[config.mk]
export PLATFORM = sky130hd
export DESIGN_NAME = port_rd_frontend_flat
export DESIGN_NICKNAME = d
export VERILOG_FILES = /design/src/rtl/port_rd_if.sv /design/src/rtl/port_rd_frontend.sv /design/src/flat_wrapper.sv
export SDC_FILE = /design/constraint.sdc
export NUM_CORES = 1
export LEC_CHECK = 0
export CAP_MARGIN = 5
export CORE_ASPECT_RATIO = 2
export CORE_MARGIN = 2
export CORE_UTILIZATION = 59
export DETAILED_ROUTE_END_ITERATION = 8
export PLACE_DENSITY = 0.75
export SETUP_SLACK_MARGIN = 0.3
export SLEW_MARGIN = 20
export SYNTH_ARGS = -nofsm -noshare
export SYNTH_HDL_FRONTEND = slang
export SYNTH_SLANG_ARGS = --single-unit
export TNS_END_PERCENT = 20
[constraint.sdc]
create_clock -name clk -period 4.3 [get_ports clk]
set_clock_uncertainty 0.1 [all_clocks]
set_input_delay 0.645 -clock clk [delete_from_list [all_inputs] [get_ports clk]]
set_output_delay 0.645 -clock clk [all_outputs]
set_load 0.01 [all_outputs]
[src/rtl/port_rd_if.sv]
// Egress frontend bus: backend half-word stream in, framed port stream out.
// master = backend/port side driving the stimulus, slave = the frontend.
interface port_rd_if;
  logic        xfer_data_vld;
  logic [15:0] xfer_data;
  logic        end_of_packet;
  logic        xfer_pause;
  logic        ready;
  logic        rd_sop;
  logic        rd_vld;
  logic [15:0] rd_data;
  logic        rd_eop;
  logic        ovf;
  logic        len_err;

  modport master (
    output xfer_data_vld, xfer_data, end_of_packet, ready,
    input  xfer_pause, rd_sop, rd_vld, rd_data, rd_eop, ovf, len_err
  );

  modport slave (
    input  xfer_data_vld, xfer_data, end_of_packet, ready,
    output xfer_pause, rd_sop, rd_vld, rd_data, rd_eop, ovf, len_err
  );
endinterface

[src/rtl/port_rd_frontend.sv]
// Read-side port frontend: buffers backend half-words (plus eop flag) in a
// DEPTH-entry FIFO and replays each packet with sop/vld/eop framing once the
// external port is ready. Optional length check enabled by RD_LEN_CHECK_EN.
module port_rd_frontend #(
  parameter int DEPTH = 64
) (
  input  logic      clk,
  input  logic      rst,
  port_rd_if.slave  bus
);
  localparam int AW = $clog2(DEPTH);
  localparam logic [AW:0] FULL_C  = (AW+1)'(DEPTH);
  localparam logic [AW:0] PAUSE_C = (AW+1)'(DEPTH - 3);

  typedef enum logic [1:0] {IDLE, SOP, DATA, EOP} state_t;

  state_t        state, state_next;
  logic [16:0]   mem [DEPTH];
  logic [AW-1:0] wr_ptr, rd_ptr;
  logic [AW:0]   count, count_next;
  logic          push, pop, drop;
  logic [16:0]   head;

  logic          pause_r, sop_r, vld_r, eop_r, ovf_r;
  logic [15:0]   data_r;

  // No bypass: the head entry is whatever was written on an earlier edge.
  assign head = mem[rd_ptr];
  assign pop  = (state == DATA) && (count != '0);
  assign push = bus.xfer_data_vld && ((count < FULL_C) || pop);
  assign drop = bus.xfer_data_vld && !push;

  // Occupancy after this edge; simultaneous push and pop cancel out.
  always_comb begin
    count_next = count;
    case ({push, pop})
      2'b10:   count_next = count + 1'b1;
      2'b01:   count_next = count - 1'b1;
      default: count_next = count;
    endcase
  end

  // Packet sequencer next state; ready only matters before a packet starts.
  always_comb begin
    state_next = state;
    case (state)
      IDLE:    if (bus.ready && (count != '0)) state_next = SOP;
      SOP:     state_next = DATA;
      DATA:    if (pop && head[16]) state_next = EOP;
      EOP:     state_next = IDLE;
      default: state_next = IDLE;
    endcase
  end

  // Sequencer state register.
  always_ff @(posedge clk) begin
    if (rst) state <= IDLE;
    else     state <= state_next;
  end

  // FIFO pointers and occupancy; pointers wrap naturally at DEPTH.
  always_ff @(posedge clk) begin
    if (rst) begin
      wr_ptr <= '0;
      rd_ptr <= '0;
      count  <= '0;
    end else begin
      if (push) wr_ptr <= wr_ptr + 1'b1;
      if (pop)  rd_ptr <= rd_ptr + 1'b1;
      count <= count_next;
    end
  end

  // FIFO storage; contents need no reset since occupancy gates every read.
  always_ff @(posedge clk) begin
    if (push) mem[wr_ptr] <= {bus.end_of_packet, bus.xfer_data};
  end

  // Registered egress framing, overflow flag and early pause.
  always_ff @(posedge clk) begin
    if (rst) begin
      pause_r <= 1'b0;
      sop_r   <= 1'b0;
      vld_r   <= 1'b0;
      eop_r   <= 1'b0;
      ovf_r   <= 1'b0;
      data_r  <= '0;
    end else begin
      pause_r <= (count_next >= PAUSE_C);
      sop_r   <= (state == SOP);
      eop_r   <= (state == EOP);
      vld_r   <= pop;
      ovf_r   <= drop;
      if (pop) data_r <= head[15:0];
    end
  end

  assign bus.xfer_pause = pause_r;
  assign bus.rd_sop     = sop_r;
  assign bus.rd_vld     = vld_r;
  assign bus.rd_data    = data_r;
  assign bus.rd_eop     = eop_r;
  assign bus.ovf        = ovf_r;

`ifdef RD_LEN_CHECK_EN
  logic [9:0] pop_cnt;
  logic [8:0] exp_len, cur_len;
  logic       len_bad, len_err_r;

  // The first popped word carries the length; use it directly on that pop.
  assign cur_len = (pop_cnt == '0) ? head[15:7] : exp_len;

  // Per-packet pop counter; mismatch verdict is taken at the eop pop and
  // reported alongside rd_eop one edge later.
  always_ff @(posedge clk) begin
    if (rst) begin
      pop_cnt   <= '0;
      exp_len   <= '0;
      len_bad   <= 1'b0;
      len_err_r <= 1'b0;
    end else begin
      len_err_r <= (state == EOP) && len_bad;
      if (state == SOP) begin
        pop_cnt <= '0;
        len_bad <= 1'b0;
      end else if (pop) begin
        pop_cnt <= pop_cnt + 1'b1;
        if (pop_cnt == '0) exp_len <= head[15:7];
        if (head[16])      len_bad <= ({1'b0, cur_len} != (pop_cnt + 1'b1));
      end
    end
  end

  assign bus.len_err = len_err_r;
`else
  assign bus.len_err = 1'b0;
`endif

endmodule

[src/flat_wrapper.sv]
// flat-port wrapper written by rule: the top's interface ports become plain ports
module port_rd_frontend_flat 
#(
  parameter int DEPTH = 64
)
  (clk, rst, bus_xfer_data_vld, bus_xfer_data, bus_end_of_packet, bus_ready, bus_xfer_pause, bus_rd_sop, bus_rd_vld, bus_rd_data, bus_rd_eop, bus_ovf, bus_len_err);
  port_rd_if bus_i ();
  input  logic clk;
  input  logic rst;
  input wire logic [$bits(bus_i.xfer_data_vld)-1:0] bus_xfer_data_vld;
  input wire logic [$bits(bus_i.xfer_data)-1:0] bus_xfer_data;
  input wire logic [$bits(bus_i.end_of_packet)-1:0] bus_end_of_packet;
  input wire logic [$bits(bus_i.ready)-1:0] bus_ready;
  output wire logic [$bits(bus_i.xfer_pause)-1:0] bus_xfer_pause;
  output wire logic [$bits(bus_i.rd_sop)-1:0] bus_rd_sop;
  output wire logic [$bits(bus_i.rd_vld)-1:0] bus_rd_vld;
  output wire logic [$bits(bus_i.rd_data)-1:0] bus_rd_data;
  output wire logic [$bits(bus_i.rd_eop)-1:0] bus_rd_eop;
  output wire logic [$bits(bus_i.ovf)-1:0] bus_ovf;
  output wire logic [$bits(bus_i.len_err)-1:0] bus_len_err;
  assign bus_i.xfer_data_vld = bus_xfer_data_vld;
  assign bus_i.xfer_data = bus_xfer_data;
  assign bus_i.end_of_packet = bus_end_of_packet;
  assign bus_i.ready = bus_ready;
  assign bus_xfer_pause = bus_i.xfer_pause;
  assign bus_rd_sop = bus_i.rd_sop;
  assign bus_rd_vld = bus_i.rd_vld;
  assign bus_rd_data = bus_i.rd_data;
  assign bus_rd_eop = bus_i.rd_eop;
  assign bus_ovf = bus_i.ovf;
  assign bus_len_err = bus_i.len_err;
  port_rd_frontend #(.DEPTH(DEPTH)) u_core (.clk(clk), .rst(rst), .bus(bus_i));
endmodule
==> metrics.txt <==
# TYPE chip_impl_metric gauge
chip_impl_metric{name="total_length_of_routed_wires",unit="um"} 106000
chip_impl_info{name="timing.hold.worst.class",value="input pin to register"} 1
chip_impl_metric{name="synth.cell_area",unit="mm^2"} 0.0438
chip_impl_metric{name="fillerInstances",unit=""} 4585
chip_impl_metric{name="synthDistinctLibCells",unit=""} 53
chip_impl_metric{name="final_cell_area",unit="mm^2"} 0.0490
chip_impl_metric{name="worst_pin_slew",unit="ns"} 1.21
chip_impl_metric{name="globalRouteOverflowTotal",unit=""} 0
chip_impl_metric{name="synth_largest_type_area_fraction",unit="%"} 74.6
chip_impl_metric{name="routed_antenna_nets",unit=""} 0
chip_impl_metric{name="avgSynthCellArea",unit="um^2"} 21.7
chip_impl_metric{name="number_of_buffers_on_the_longest_clock_path",unit=""} 3
chip_impl_metric{name="total_count_of_hold_check_failures_in_the_final_report",unit=""} 0
chip_impl_metric{name="clk_transition_reported_paths",unit="ns"} 0.07
chip_impl_metric{name="synth_seq_area_share",unit="%"} 76.8
chip_impl_metric{name="n_antenna_cell",unit=""} 0
chip_impl_metric{name="drt-vias-per-instance",unit=""} 6.71
chip_impl_info{name="ys_top_cells_by_area",value="sky130_fd_sc_hd__edfxtp_1 75%, sky130_fd_sc_hd__mux4_2 16%, sky130_fd_sc_hd__dfxtp_1 2.2%"} 1
chip_impl_metric{name="cts_max_level",unit=""} 3
chip_impl_metric{name="timing.critical_path.arrival",unit="ns"} 4.18
chip_impl_metric{name="antenna_violations_before_repair",unit=""} 0
chip_impl_metric{name="cts_hold_buf",unit=""} 0
chip_impl_metric{name="post_cts_resized",unit=""} 0
chip_impl_metric{name="synth.ff_latch_count",unit=""} 1136
chip_impl_metric{name="placed_cells",unit=""} 3019
chip_impl_metric{name="setup_total_negative_slack",unit="ns"} 0
chip_impl_metric{name="wire_length_of_the_first_global_routing_pass",unit="um"} 152000
chip_impl_metric{name="gp_congestion",unit=""} 0.855
chip_impl_metric{name="final_layout_size_suffix_gt1_share",unit="%"} 28.8
chip_impl_metric{name="slew_violations",unit=""} 0
chip_impl_metric{name="wire_per_inst",unit="um"} 33.2
chip_impl_metric{name="placement.cell_area",unit="mm^2"} 0.0461
chip_impl_metric{name="power.density_cell_area",unit="mW/mm^2"} 450
chip_impl_metric{name="vdd.ir_drop.worst",unit="mV"} 0.433
chip_impl_metric{name="post-cts-setup-buffers",unit=""} 0
chip_impl_metric{name="detailed_place_hpwl",unit="um"} 65900
chip_impl_metric{name="synth_edf_count",unit=""} 1088
chip_impl_info{name="synthDominantAreaCellType",value="sky130_fd_sc_hd__edfxtp_1"} 1
chip_impl_info{name="status",value="completed"} 1
chip_impl_metric{name="port_buffers",unit=""} 41
chip_impl_info{name="tritoncts",value="built"} 1
chip_impl_metric{name="max_freq",unit="GHz"} 0.269
chip_impl_info{name="postSynth.topFlopCell",value="sky130_fd_sc_hd__edfxtp_1"} 1
chip_impl_metric{name="synth_cells",unit=""} 2018
chip_impl_metric{name="die_height",unit="um"} 389
chip_impl_metric{name="core_area",unit="mm^2"} 0.0737
chip_impl_metric{name="numClockSinks",unit=""} 1136
chip_impl_metric{name="cp_max_fo",unit=""} 12
chip_impl_metric{name="drtIter0Drc",unit=""} 2452
chip_impl_metric{name="grt_start_max_net_pins",unit=""} 65
chip_impl_metric{name="critical_path_required",unit="ns"} 4.76
chip_impl_metric{name="max_slew_margin",unit="%"} 17.3
chip_impl_metric{name="grt.total_usage",unit="%"} 28.5
chip_impl_info{name="netlist_top_cells_count",value="1,088 x sky130_fd_sc_hd__edfxtp_1, 305 x sky130_fd_sc_hd__mux4_2, 95 x sky130_fd_sc_hd__nor2_1"} 1
chip_impl_metric{name="fp-row-count",unit=""} 141
chip_impl_metric{name="postLayoutCoreUtil",unit="%"} 66.4
chip_impl_metric{name="power.leakage",unit="nW"} 15.4
chip_impl_info{name="worst_setup_path_end_kind",value="register"} 1
chip_impl_metric{name="instances_no_fill",unit=""} 3184
chip_impl_metric{name="synth_async_sr_flop_share",unit="%"} 0
chip_impl_info{name="critical_path_class",value="register to register"} 1
chip_impl_metric{name="initial_utilization",unit="%"} 59.4
chip_impl_metric{name="final_period_minus_worst_setup_slack",unit="ns"} 3.72
chip_impl_metric{name="numCtsBuffers",unit=""} 90
chip_impl_metric{name="total_power",unit="mW"} 22.0
chip_impl_info{name="rsz0062_at_grt",value="false"} 1
chip_impl_metric{name="area_growth",unit="%"} 11.9
chip_impl_metric{name="max_cap_violations",unit=""} 0
chip_impl_metric{name="number_of_global_route_vias_before_repair",unit=""} 22300
chip_impl_metric{name="report.final.setup_viol",unit=""} 0
chip_impl_metric{name="count_of_warnings_emitted_by_yosys",unit=""} 0
chip_impl_info{name="synth.most_common_cell",value="sky130_fd_sc_hd__edfxtp_1"} 1
chip_impl_info{name="setup.worst_path.start_class",value="register"} 1
chip_impl_metric{name="detail_route.first_pass.iterations",unit=""} 7
chip_impl_metric{name="timing.final.crit_share",unit="%"} 86.6
chip_impl_metric{name="drcViolationCount",unit=""} 0
chip_impl_metric{name="route.vias.total",unit=""} 21400
chip_impl_metric{name="worst_skew_pair.late_latency",unit="ns"} 0.69
chip_impl_metric{name="synthesis.nets",unit=""} 2049
chip_impl_metric{name="dieArea",unit="mm^2"} 0.0765
chip_impl_metric{name="floorplan.io_pins",unit=""} 43
chip_impl_metric{name="finish.net_count",unit=""} 2213
chip_impl_info{name="ctsRootBufferMaster",value="sky130_fd_sc_hd__clkbuf_16"} 1
chip_impl_metric{name="chipWidth",unit="um"} 197
==> kinds of logic (layout without fill, tap and decap cells) <==
family	after synthesis	after routing	synth area share, %
adder cells (fa/ha/maj)	10	10	0.286
flip-flops	1136	1136	76.8
multiplexers	328	328	16.2
other	1	1	0.00857
AO/OA/AOI/OAI	111	111	1.98
XOR/XNOR	15	15	0.300
buffers and inverters	160	397	1.58
AND/OR/NAND/NOR	257	257	2.81
==> critical path, stage by stage, from the launching register on <==
cell	delay (ns)
sky130_fd_sc_hd__dfxtp_1	0.39
sky130_fd_sc_hd__or4_1	0.62
sky130_fd_sc_hd__o21ai_2	0.23
sky130_fd_sc_hd__inv_2	0.14
sky130_fd_sc_hd__ha_1	0.34
sky130_fd_sc_hd__xor2_1	0.21
sky130_fd_sc_hd__ha_1	0.21
sky130_fd_sc_hd__or3_1	0.11
sky130_fd_sc_hd__a21oi_1	0.10
sky130_fd_sc_hd__or4_1	0.55
sky130_fd_sc_hd__a31oi_1	0.22
sky130_fd_sc_hd__mux2i_1	0.28
sky130_fd_sc_hd__o41ai_1	0.10
==> sequential cells by signal (all words and copies together), names as in the netlist, named ones only <==
name	flops
u_core.state	2
u_core.bus.ovf	1
u_core.bus.rd_sop	1
u_core.bus.xfer_pause	1
u_core.bus.rd_eop	1
u_core.count	7
u_core.rd_ptr	6
u_core.wr_ptr	6
u_core.mem	1088
u_core.bus.rd_vld	1
u_core.bus.rd_data	16
==> metal layers <==
metal	track usage [%]	part of all wire (%)	up-vias
met4	17.8	7.1	0
met5	0	0	-
li1	-	-	8694
met2	50.5	54	1164
met1	32.9	33	11200
met3	3.50	6.3	278
==> layout by cell type (no fill, tap or decap), types with 5 or more instances in the layout <==
master,netlist,routed
sky130_fd_sc_hd__a21oi_1,10,10
sky130_fd_sc_hd__a211o_1,16,16
sky130_fd_sc_hd__ha_1,10,10
sky130_fd_sc_hd__nand2_1,57,57
sky130_fd_sc_hd__a2111oi_1,0,6
sky130_fd_sc_hd__buf_4,6,144
sky130_fd_sc_hd__and2_1,32,32
sky130_fd_sc_hd__clkbuf_1,55,22
sky130_fd_sc_hd__nor3_1,6,6
sky130_fd_sc_hd__clkinv_1,0,13
sky130_fd_sc_hd__clkbuf_16,0,93
sky130_fd_sc_hd__nand4_1,7,7
sky130_fd_sc_hd__nor2b_1,6,6
sky130_fd_sc_hd__clkbuf_8,0,11
sky130_fd_sc_hd__or3_1,5,5
sky130_fd_sc_hd__inv_1,42,41
sky130_fd_sc_hd__o22ai_1,18,18
sky130_fd_sc_hd__mux4_2,305,305
sky130_fd_sc_hd__dfxtp_1,48,44
sky130_fd_sc_hd__nor2_1,95,57
sky130_fd_sc_hd__buf_2,41,11
sky130_fd_sc_hd__buf_12,0,10
sky130_fd_sc_hd__xor2_1,11,11
sky130_fd_sc_hd__a32o_1,16,16
sky130_fd_sc_hd__edfxtp_1,1088,1088
sky130_fd_sc_hd__nand3_1,9,9
sky130_fd_sc_hd__a211oi_1,17,17
sky130_fd_sc_hd__mux2i_1,23,23
sky130_fd_sc_hd__a2111oi_0,17,11
sky130_fd_sc_hd__clkdlybuf4s50_1,0,24
sky130_fd_sc_hd__nand2b_1,5,5
sky130_fd_sc_hd__nor2_2,0,38
sky130_fd_sc_hd__nor4_1,16,16
sky130_fd_sc_hd__clkinv_2,0,14
==> report_power, final <==
| part | leakage, nW | switching (mW) | internal (mW) |
|---|---|---|---|
| Clock | 1.41 | 3.77 | 4.37 |
| Sequential | 10.2 | 0.0814 | 12.2 |
| Combinational | 3.80 | 0.885 | 0.755 |
==> worst paths after layout <==
kind	startpoint	endpoint	slack, ns	depth (start not counted)
worst max register to register	u_core.count[1]	u_core.bus.xfer_pause	0.58	12
worst max-delay path	u_core.count[1]	u_core.bus.xfer_pause	0.58	12
worst min-delay path	bus_xfer_data[13]	u_core.mem[25][13]	0.27	1
worst min register to register	u_core.state[1]	u_core.state[1]	0.40	2
==> metrics by stage <==
stage | hold slack, ns | worst slack, ns
after floorplan | 0.368 | 0.831
after global placement | 0.382 | 0.595
after detailed placement | 0.398 | 0.555
after CTS | 0.232 | 0.630
after global routing | 0.261 | 0.383
final | 0.271 | 0.576
==> area by class of cell <==
cell class,instances,area (um^2),share of cell area [%]
clock buffers,126,2560,5.23
clock inverters,39,318,0.649
inverters,43,164,0.335
multi-input cells,722,9560,19.5
flip-flops and latches,1136,33600,68.7
well taps,929,1160,2.37
repair buffers,189,1580,3.22
Note: power is estimated with default switching activity, not from simulation.
